### src/rtl/pipe_mux.sv
// -----------------------------------------------------------------------------
// pipe_mux
//
// Registered N:1 channel multiplexer with a one-entry valid/ready output stage.
// The channel is chosen either explicitly (mode=0, from sel) or by an internal
// round-robin pointer (mode=1). An explicit select that names a channel that
// does not exist (only possible when NUM_IN is not a power of two) is refused
// and latched into a sticky error flag.
//
// Parameters
//   WIDTH      bit width of each data channel (>= 1)
//   NUM_IN     number of input channels (>= 2)
//
// Ports
//   clk        clock, rising edge
//   rst        asynchronous active-high reset
//   din        flattened channels, channel k at [k*WIDTH +: WIDTH]
//   sel        explicit channel select (mode=0 only)
//   mode       0 = explicit select, 1 = round-robin
//   in_valid   upstream offers a transfer
//   in_ready   block can accept a transfer this cycle
//   dout       registered data of the accepted channel
//   out_sel    index of the channel that produced dout
//   out_valid  dout/out_sel hold a valid entry
//   out_ready  downstream takes the entry this cycle
//   err_clr    synchronous clear of err
//   err        sticky out-of-range select flag
// -----------------------------------------------------------------------------
module pipe_mux #(
    parameter int WIDTH  = 4,
    parameter int NUM_IN = 4,
    localparam int SEL_W = $clog2(NUM_IN)
) (
    input  logic                    clk,
    input  logic                    rst,
    input  logic [NUM_IN*WIDTH-1:0] din,
    input  logic [SEL_W-1:0]        sel,
    input  logic                    mode,
    input  logic                    in_valid,
    output logic                    in_ready,
    output logic [WIDTH-1:0]        dout,
    output logic [SEL_W-1:0]        out_sel,
    output logic                    out_valid,
    input  logic                    out_ready,
    input  logic                    err_clr,
    output logic                    err
);

    localparam logic [SEL_W-1:0] LAST_CH = SEL_W'(NUM_IN - 1);

    logic [WIDTH-1:0] r_dout;
    logic [SEL_W-1:0] r_out_sel;
    logic             r_out_valid;
    logic [SEL_W-1:0] r_rr_ptr;
    logic             r_err;

    logic [SEL_W-1:0] w_ch;
    logic             w_in_range;
    logic [WIDTH-1:0] w_ch_data;
    logic             w_in_ready;
    logic             w_xfer;
    logic             w_accept;
    logic             w_drain;
    logic             w_bad_sel;

    assign w_ch = mode ? r_rr_ptr : sel;

    // With a power-of-two channel count every select encoding is a real
    // channel, so the range test collapses to a constant.
    if ((1 << SEL_W) == NUM_IN) begin : g_pow2
        assign w_in_range = 1'b1;
    end else begin : g_npow2
        assign w_in_range = (w_ch <= LAST_CH);
    end

    // NOTE: every signal written in always_comb gets a default first so that no
    // path leaves it unassigned, which would otherwise infer a latch.
    always_comb begin
        w_ch_data = '0;
        for (int k = 0; k < NUM_IN; k++) begin
            if (w_ch == SEL_W'(k)) begin
                w_ch_data = din[k*WIDTH +: WIDTH];
            end
        end
    end

    // The output register can take a new entry when it is empty or is being
    // emptied this same cycle; this gives one transfer per cycle.
    assign w_in_ready = ~r_out_valid | out_ready;
    assign w_xfer     = in_valid & w_in_ready;
    assign w_accept   = w_xfer & w_in_range;
    assign w_drain    = r_out_valid & out_ready;
    assign w_bad_sel  = w_xfer & ~mode & ~w_in_range;

    // NOTE: state registers use non-blocking assignments so every register
    // samples pre-edge values, independent of statement order. The reset branch
    // clears every register asynchronously; this block holds no memory array.
    always_ff @(posedge clk or posedge rst) begin
        if (rst) begin
            r_dout      <= '0;
            r_out_sel   <= '0;
            r_out_valid <= 1'b0;
            r_rr_ptr    <= '0;
            r_err       <= 1'b0;
        end else begin
            if (w_accept) begin
                r_dout      <= w_ch_data;
                r_out_sel   <= w_ch;
                r_out_valid <= 1'b1;
            end else if (w_drain) begin
                // Data and index keep their last values after the drain.
                r_out_valid <= 1'b0;
            end

            if (w_accept && mode) begin
                r_rr_ptr <= (r_rr_ptr == LAST_CH) ? '0 : r_rr_ptr + 1'b1;
            end

            // A fresh out-of-range attempt wins over a clear in the same cycle.
            if (w_bad_sel) begin
                r_err <= 1'b1;
            end else if (err_clr) begin
                r_err <= 1'b0;
            end
        end
    end

    assign in_ready  = w_in_ready;
    assign dout      = r_dout;
    assign out_sel   = r_out_sel;
    assign out_valid = r_out_valid;
    assign err       = r_err;

endmodule

### config.mk
export PLATFORM = sky130hd
export DESIGN_NAME = pipe_mux
export DESIGN_NICKNAME = d
export VERILOG_FILES = /design/src/rtl/pipe_mux.sv
export SDC_FILE = /design/constraint.sdc
export NUM_CORES = 1
export LEC_CHECK = 0
export CAP_MARGIN = 5
export CORE_MARGIN = 1
export CORE_UTILIZATION = 37
export DETAILED_ROUTE_END_ITERATION = 7
export PLACE_DENSITY = 0.77
export SLEW_MARGIN = 20
export SYNTH_ARGS = -nofsm -noshare
export SYNTH_HDL_FRONTEND = slang
export SYNTH_SLANG_ARGS = --single-unit
### constraint.sdc
create_clock -name clk -period 1.7 [get_ports clk]
set_input_delay 0.255 -clock clk [delete_from_list [all_inputs] [get_ports clk]]
set_output_delay 0.255 -clock clk [all_outputs]
set_load 0.01 [all_outputs]
==> impl_results.md <==
- Initial Utilization: 40.1%
- Adder-cell area share of the yosys netlist: 2.05%
- Die ar.: 1820 um2
- Psw: 336 uW
- Largest net degree at the start of global routing: 12
- # nets final: 132
- Tot Pwr: 964 uW
- Clock Latency Late Sink: 0.26 ns
- Post-layout worst setup margin: 0.192 ns
- CTS Buf Count: 3
- RSZ-0062 raised after global routing: no
- Multi-input gate area: 340 um2
- Post-synthesis mux area share: 5.53%
- XOR/XNOR Fraction of Synth Area: 0%
- Commonest non-fill, non-tap cells in the layout: clkdlybuf4s50_1, nand2_1, nor2_1, dfrtp_1, buf_4
- Tcrit/Tclk final: 88.7%
- Layout cell share with drive strength beyond 1: 12.3%
- Worst path arrival time: 1.65 ns
- Leakage: approximately 0.00040 uW
- Max Cap Viol: 0
- DRC violations left: 0
- Final Max Tran Viols: 0
- Final Hold Viols: 0
- Compound-gate portion of the synthesized area: 23.2%
- Post-synthesis simple-gate area fraction: 24.4%
- Combinational power share: 44.8%
- Final global-route overflow total: 0
- H-tree depth: 1
- Number of global-route vias before repair: 565
- Drt initial violations: 11
- Library cells used by synthesis: 24
- Largest family of logic cells by synthesized area: simple AND/OR/NAND/NOR gates
- Die W: 42.6 um
- Power per cell area: 1010 nW/um2
- Startpoint types: input port
- CTS sink count: 9
- Power share of the clock group: between 10% and 20%
- Worst-path clk slew: 0.06 ns
- Antenna Cells: 0
- Clock tree buffer depth: 2
- Post-Syn Instances: just over 70
- Worst hold path class: input port to async pin
- Place WS: -0.0751 ns
- Wirelength, routed: 1.42 mm
- Minimum clock period after layout: ~1.5 ns
- CTS root buf: clkbuf_4
- Avg WL per Cell: 11.6 um
- Avg Inst Size Synth: roughly 8.5 um2
- Most common cell after layout, fill and taps aside: clkdlybuf4s50_1
- Antenna Nets Post-Route: 0
- IO Count: 33
- Sequential Power Share: 37.9%
- Port Buffers: 30
- Final Core Density: 62.7%
- Critical path peak fanout: 6
- P_int: 628 uW
- FF+latch count, synth: 9
- Sw Ratio: 34.9%
- Worst EP required: 1.84 ns
- Global-route wire length before repair: 2.37 mm
- Die Y: 42.6 um
- Sequential cell area: 225 um2
- Syn-to-layout area delta: 56.6%
- Seq/Total Area, Yosys: about 37%
- GP Congestion: about 0.85
- Setup crit end kind: flip-flop
- Worst VDD drop: 0.620 mV
- Fmax achieved: 663 MHz
- Synthesized Nets: 97
- Worst Path Class, Setup: input port to flip-flop
- CTS tree: yes
- Initial DRT Pass Iterations: 4
- Status: complete, no violations
- Mapped Area: 611 um2
- Via count: around 630
- Fin Clk Skew: 0.00142 ns
- DP Wirelength: 1.10 mm
- Initial antenna violation count: 0
- Fillers: 130
- Vias per std cell: 5.14
- GRT Total Usage: 18.1%
- Row count: 14
- Total core area: roughly 1500 um2
- Final setup fails: 0
- Total number of yosys warnings: 0
[through the flow]
stage | cell area, um2 | hold WS, ns | instances | TNS, ns
6_report | 956 | 0.261 | 122 | 0
5_1_grt | 956 | 0.298 | 122 | 0
4_1_cts | 953 | 0.265 | 122 | 0
3_5_place_dp | 927 | 0.475 | 118 | -0.146
3_3_place_gp | 927 | 0.465 | 118 | -0.0411
2_1_floorplan | 611 | 0.0829 | 72 | 0
[power by group through the flow]
| stage | clock network (uW) | logic, uW | registers, uW |
|---|---|---|---|
| finish | 166 | 432 | 366 |
| detailed placement | 0 | 431 | 370 |
| global route | 184 | 474 | 383 |
| CTS | 172 | 435 | 366 |
| floorplan | 0 | 265 | 358 |
| global placement | 0 | 418 | 364 |
[registers in the layout (all words and copies together), names as in the netlist]
register / cells
r_rr_ptr: 2
out_valid: 1
dout: 4
out_sel: 2
[final timing paths]
| path | from | to | slack, ns | cells after the start |
|---|---|---|---|---|
| hold / removal | rst | out_valid$_DFFE_PP0P_ | 0.26 | 2 |
| setup reg to reg | r_rr_ptr[0]$_DFFE_PP0P_ | dout[0]$_DFFE_PP0P_ | 0.27 | 3 |
| setup / recovery | mode | dout[0]$_DFFE_PP0P_ | 0.19 | 5 |
| hold reg to reg | dout[0]$_DFFE_PP0P_ | dout[0]$_DFFE_PP0P_ | 0.48 | 2 |
| max in group asynchronous | rst | dout[1]$_DFFE_PP0P_ | 1.18 | 2 |
| min in group clk | dout[0]$_DFFE_PP0P_ | dout[0]$_DFFE_PP0P_ | 0.48 | 2 |
[worst max-delay path, stage by stage]
cell and delay [ns]:
clkdlybuf4s50_1 0.57, nand2b_1 0.16, o22ai_2 0.11, a2111oi_1 0.43, o21ai_1 0.11
[timing repair]
item / 4_1_cts / 5_1_grt
endpoints found under the hold margin: 0 / 0
resized for setup: 0 / 1
setup endpoints to repair: 0 / 1
setup buffers: 0 / 0
hold buffers: 0 / 0
[area by class of cell]
class                   count  area share, %
repair buffers             35           35.6
well taps                  16           2.09
clock buffers               4           2.75
multi-input cells          57           35.6
flip-flops and latches      9           23.6
inverters                   1          0.393
[per-layer routing]
metal | part of all wire (%) | wire length (um) | track usage (%)
met3 | 6.5 | 92 | 3.02
met4 | 3.6 | 51 | 15.0
met1 | 45 | 640 | 22.7
met2 | 45 | 631 | 26.7
met5 | 0 | 0 | 0
[cell families after synthesis]
kind of cell,count (synthesis)
and+or+nand+nor,31
AOI/OAI and AO/OA,21
DFF,9
buffers and inverters,6
muxes,3
adders and majority gates,1
other,1
[cell usage after synthesis]
cell type  number  area [um2]
buf_4           4        30.0
dfrtp_1         9         225
o21ai_0         4        20.0
inv_1           1        3.75
o21ai_1         4        20.0
o22ai_1         3        18.8
a221oi_1        3        26.3
or3b_1          2        17.5
ha_1            1        12.5
nand2_1        11        41.3
buf_6           1        11.3
a31oi_1         2        12.5
nor2_1         10        37.5
o22ai_2         1        12.5
and2_1          1        6.26
nor3_1          2        10.0
a21o_1          1        7.51
conb_1          1        3.75
and4b_2         1        11.3
mux2_2          3        33.8
a32oi_1         1        8.76
a21oi_1         1        5.00
nand2b_1        4        25.0
a2111oi_1       1        10.0
Note: power is estimated with default switching activity, not from simulation.
